==> src/rtl/cr_field_file.sv <==
`timescale 1ns/1ps
// Multi-field condition register: masked field writes, bypassed field reads, per-field pending-write scoreboard.
// Latency: writes land in cr_all one cycle later; rd_data is combinational (same-cycle write forwarded).
// Backpressure: none; every write, reservation and read is accepted every cycle, overflow/underflow flagged sticky.
module cr_field_file #(
  parameter int NFIELD = 8,
  parameter int FW     = 4,
  parameter int NWP    = 2,
  parameter int NRP    = 2,
  parameter int PW     = 2
) (
  input  logic                          clk,
  input  logic                          rst_n,
  input  logic [NWP-1:0]                wr_en,
  input  logic [NWP*NFIELD-1:0]         wr_mask,
  input  logic [NWP*NFIELD*FW-1:0]      wr_data,
  input  logic                          rsv_en,
  input  logic [NFIELD-1:0]             rsv_mask,
  input  logic [NRP*$clog2(NFIELD)-1:0] rd_sel,
  output logic [NRP*FW-1:0]             rd_data,
  output logic [NRP-1:0]                rd_busy,
  output logic [NFIELD*FW-1:0]          cr_all,
  output logic [NFIELD-1:0]             busy,
  output logic                          err_ovf,
  output logic                          err_unf
);

  localparam int SELW = $clog2(NFIELD);
  // Count arithmetic carries two extra bits: one for the +1 headroom, one as sign.
  localparam int CW   = PW + 2;
  localparam logic [CW-1:0] CMAX = CW'((1 << PW) - 1);

  logic [NFIELD*FW-1:0] cr_q;
  logic [NFIELD*FW-1:0] cr_nxt;
  logic [NFIELD-1:0]    wr_hit [NWP];
  logic [PW-1:0]        cnt_q   [NFIELD];
  logic [PW-1:0]        cnt_nxt [NFIELD];
  logic [CW-1:0]        dec_f   [NFIELD];
  logic [CW-1:0]        sum_f   [NFIELD];
  logic [NFIELD-1:0]    ovf_f;
  logic [NFIELD-1:0]    unf_f;
  logic [SELW-1:0]      rd_idx  [NRP];

  // Per-port, per-field write strobes.
  always_comb begin
    for (int p = 0; p < NWP; p++) begin
      for (int f = 0; f < NFIELD; f++) begin
        wr_hit[p][f] = wr_en[p] & wr_mask[p*NFIELD+f];
      end
    end
  end

  // Merge write ports into the next-state CR; ascending loop lets the highest port win.
  always_comb begin
    cr_nxt = cr_q;
    for (int f = 0; f < NFIELD; f++) begin
      for (int p = 0; p < NWP; p++) begin
        if (wr_hit[p][f]) begin
          cr_nxt[f*FW +: FW] = wr_data[(p*NFIELD+f)*FW +: FW];
        end
      end
    end
  end

  // Scoreboard next count: reserve adds one, each writing port releases one, clamp at both ends.
  always_comb begin
    for (int f = 0; f < NFIELD; f++) begin
      dec_f[f] = '0;
      for (int p = 0; p < NWP; p++) begin
        if (wr_hit[p][f]) begin
          dec_f[f] = dec_f[f] + CW'(1);
        end
      end
      sum_f[f] = {2'b00, cnt_q[f]} + CW'(rsv_en & rsv_mask[f]) - dec_f[f];
      // Top bit set means the count went negative (more releases than outstanding).
      unf_f[f] = sum_f[f][CW-1];
      ovf_f[f] = !sum_f[f][CW-1] && (sum_f[f] > CMAX);
      if (unf_f[f]) begin
        cnt_nxt[f] = '0;
      end else if (ovf_f[f]) begin
        cnt_nxt[f] = CMAX[PW-1:0];
      end else begin
        cnt_nxt[f] = sum_f[f][PW-1:0];
      end
    end
  end

  // Register CR, counts and sticky error flags; synchronous reset overrides same-cycle activity.
  always_ff @(posedge clk) begin
    if (!rst_n) begin
      cr_q    <= '0;
      err_ovf <= 1'b0;
      err_unf <= 1'b0;
      for (int f = 0; f < NFIELD; f++) begin
        cnt_q[f] <= '0;
      end
    end else begin
      cr_q    <= cr_nxt;
      err_ovf <= err_ovf | (|ovf_f);
      err_unf <= err_unf | (|unf_f);
      for (int f = 0; f < NFIELD; f++) begin
        cnt_q[f] <= cnt_nxt[f];
      end
    end
  end

  // Busy reflects the registered count, so a reservation shows up one cycle later.
  always_comb begin
    for (int f = 0; f < NFIELD; f++) begin
      busy[f] = |cnt_q[f];
    end
  end

  assign cr_all = cr_q;

  // Read ports: forward the merged next-state field; out-of-range selects read as idle zero.
  always_comb begin
    rd_data = '0;
    rd_busy = '0;
    for (int r = 0; r < NRP; r++) begin
      rd_idx[r] = rd_sel[r*SELW +: SELW];
      if (int'(rd_idx[r]) < NFIELD) begin
        rd_data[r*FW +: FW] = cr_nxt[int'(rd_idx[r])*FW +: FW];
        rd_busy[r]          = busy[rd_idx[r]];
      end
    end
  end

endmodule

==> config.mk <==
export PLATFORM = sky130hd
export DESIGN_NAME = cr_field_file
export DESIGN_NICKNAME = d
export VERILOG_FILES = /design/src/rtl/cr_field_file.sv
export SDC_FILE = /design/constraint.sdc
export NUM_CORES = 1
export LEC_CHECK = 0
export ABC_CLOCK_PERIOD_IN_PS = 7500
export BUFFER_PORTS_ARGS = -buffer_cell sky130_fd_sc_hd__buf_2
export CAP_MARGIN = 15
export CELL_PAD_IN_SITES_DETAIL_PLACEMENT = 0
export CELL_PAD_IN_SITES_GLOBAL_PLACEMENT = 2
export CORE_MARGIN = 5
export CORE_UTILIZATION = 31
export DETAILED_ROUTE_END_ITERATION = 10
export GPL_TIMING_DRIVEN = 0
export PLACE_DENSITY = 0.87
export SLEW_MARGIN = 20
export SYNTH_ARGS = -nofsm -noshare
export SYNTH_HDL_FRONTEND = slang
export SYNTH_SLANG_ARGS = --single-unit
==> constraint.sdc <==
create_clock -name clk -period 7.5 [get_ports clk]
set_input_delay 1.5 -clock clk [delete_from_list [all_inputs] [get_ports clk]]
set_output_delay 1.5 -clock clk [all_outputs]
set_load 0.02 [all_outputs]
==> out/metrics.yaml <==
setup_tns_ps: 0
power_density_nw_per_um2: 251
drt-total-wl_um: 15600
ys_ff_latch: 50
synthCells: 526
hold_end: "err_unf"
die_w_um: 128
hold_viol_final: 0
cts-resized-gates: 0
gp_congestion: 0.877
io_pins: 151
worstHoldStart: "err_unf"
htree_levels: 2
routedWlPerCell_um: 18.1
grt_usage_pct: 18.8
cts_hold_buf: 0
synth_edf_count: 0
initial_core_util_pct: 31.4
period_minus_slack_ps: 5330
fillCellCount: 1466
area_delta_synth_final_pct: 25.9
max_freq_mhz: 188
ys_types: 58
syn_area_um2: 4340
relSlewSlack_pct: 40.7
synth.net_count: 673
hold_class: "reg -> reg"
required_ps: 6000
synth-seq-area-share_pct: 23.1
setup_viol: 0
via_per_inst: 5.15
cts_tree: "done"
postSynthAreaPerCell_um2: 8.25
regToRegEndpoint: "err_ovf"
reg2regPathDepth: 10
rr_startpoint: "cnt_q[1][0]"
hold_depth: 1
finalCritPeriodShare_pct: 71.0
path_buf_inv: 4
insertion_delay_ps: 300
grt_overflow: 0
grt_pass1_vias: 4523
first_pass_iters: 5
cp-start-kind: "input pin"
drive_above_1_share_pct: 28.1
vdd.ir_drop.worst_uv: 108
yosys_warnings: 0
crit_type: "in -> out"
ys.flop_type: "dfxtp_1"
cap_violations: 0
path_cells: "buf_2, buf_4, nand2_1, inv_1, o31ai_1, o22ai_1, o32ai_1, a2111oi_1, buf_2"
clock-sinks: 50
drv_slew: 0
final_common_cell: "buf_2"
port_buffers: 146
synth_top_cell_by_area: "dfxtp_1"
fin_ws_ps: 2170
final_cell_mix: "buf_2, inv_1, dfxtp_1, nor2_1, nand2_1"
synth_top_area_share_pct: 23.1
synth_area_leaders: "dfxtp_1, ha_1, fa_1"
numCtsBuffers: 5
hold-worst-slack_ps: 520
drc: 0
fin_worst_skew_ps: 10.7
cp_max_fo: 10
path_delay_family: "compound AO/OA/AOI/OAI gates"
synth-async-reset-ratio_pct: 0
outcome: "finished clean"
rrSetupSlack_ps: 5070
p_leak_nw: 2.77
worst_path_max_delay_cell: "a2111oi_1"
cp.arrival_ps: 3830
insertedDiodeCount: 0
hpwlAfterDp_um: 13200
final_nets: 826
post_cts_buffers: 0
core_area_um2: 13800
crit_top_cell: "buf_2"
grt_pass1_wl_um: 24300
grt_max_degree: 17
dieHeight_um: 128
p_total_w: 0.00137
rsz0062_at_grt: "false"
clk_pin_slew_ps: 70
end_kind: "primary output"
die_area_um2: 16500
num_rows: 43
cp_slowest_stage_delay_ps: 680
worstMarginPinSlew_ps: 883
antenna_left: 0
vias: 4431
clock_path_buffers: 2
drtIter0Drc: 254
pre_cts_ws_ps: 2210
antenna_found_initial: 1
cts_root_buf: "clkbuf_16"
-- per-stage QoR --
stage | cell area (um2) | std cells | util [%]
2_1_floorplan | 4340 | 526 | -
3_3_place_gp | 5300 | 852 | 38.3
3_5_place_dp | 5300 | 852 | 38.3
4_1_cts | 5470 | 860 | 39.5
5_1_grt | 5470 | 860 | 39.5
6_report | 5470 | 860 | 39.5
-- Yosys cell counts, drive strengths merged, types with 2 or more instances --
cell type	instances
inv	80
dfxtp	50
nor2	47
nand2	40
ha	32
and2	25
a21oi	20
fa	16
mux2i	16
clkbuf	15
and3	14
nand3	14
o21ai	14
o31ai	14
a31oi	11
a211oi	10
o22ai	10
and3b	9
a21bo	8
a21boi	8
buf	8
nand3b	8
xnor2	8
a2111oi	5
mux4	5
nor3	5
a31o	4
mux2	4
nand2b	3
a211o	2
a22o	2
o31a	2
o32ai	2
or2	2
-- worst max path at each step --
stage	from	endpoint	slack, ps	cells after the start
after floorplan	wr_en[0]	rd_data[1]	2830	8
after global placement	wr_en[1]	rd_data[1]	2190	9
after detailed placement	wr_en[1]	rd_data[1]	2210	9
after CTS	wr_en[1]	rd_data[1]	2200	9
after global routing	wr_en[1]	rd_data[0]	2100	9
final	wr_en[1]	rd_data[1]	2170	9
-- final cells by class --
cell class              instances  area [um2]  area share [%]
plain buffers                  23         120            2.20
clock buffers                   5         125            2.29
clock inverters                 3        45.0           0.824
inverters                      81         304            5.56
multi-input cells             372        2920            53.3
flip-flops and latches         50        1000            18.3
well taps                     180         225            4.12
repair buffers                146         731            13.4
-- state kept, by name, summed over array words and instances, names as in the netlist --
name / count
cnt_q: 16
cr_all: 32
err_ovf: 1
err_unf: 1
-- where the power goes --
group,switching (W),internal [W],total (W)
combinational,0.000448,0.000296,0.000744
clock,0.000116,0.000158,0.000274
sequential,0.0000336,0.000320,0.000354
total,0.000597,0.000774,0.00137
-- metal layers --
layer  vias to the layer above  share of wire (%)  global-route usage [%]
met3                        15                7.5                    4.08
met4                         2                1.5                    4.24
met5                         -              0.083                       0
met2                       165                 46                    30.3
li1                       2126                  -                       -
met1                      2123                 45                    25.7
-- cell families (layout without fill, tap and decap cells) --
| kind of cell | Yosys count | in the layout | synth area share, % |
|---|---|---|---|
| AO/OA/AOI/OAI | 120 | 120 | 21.4 |
| XOR/XNOR | 8 | 8 | 1.61 |
| adder cells (fa/ha/maj) | 48 | 48 | 16.6 |
| buffers and inverters | 104 | 258 | 9.77 |
| flip-flops | 50 | 50 | 23.1 |
| multiplexers | 25 | 25 | 7.32 |
| AND/OR/NAND/NOR | 171 | 171 | 20.2 |
Power figures use the tool's default switching activity.
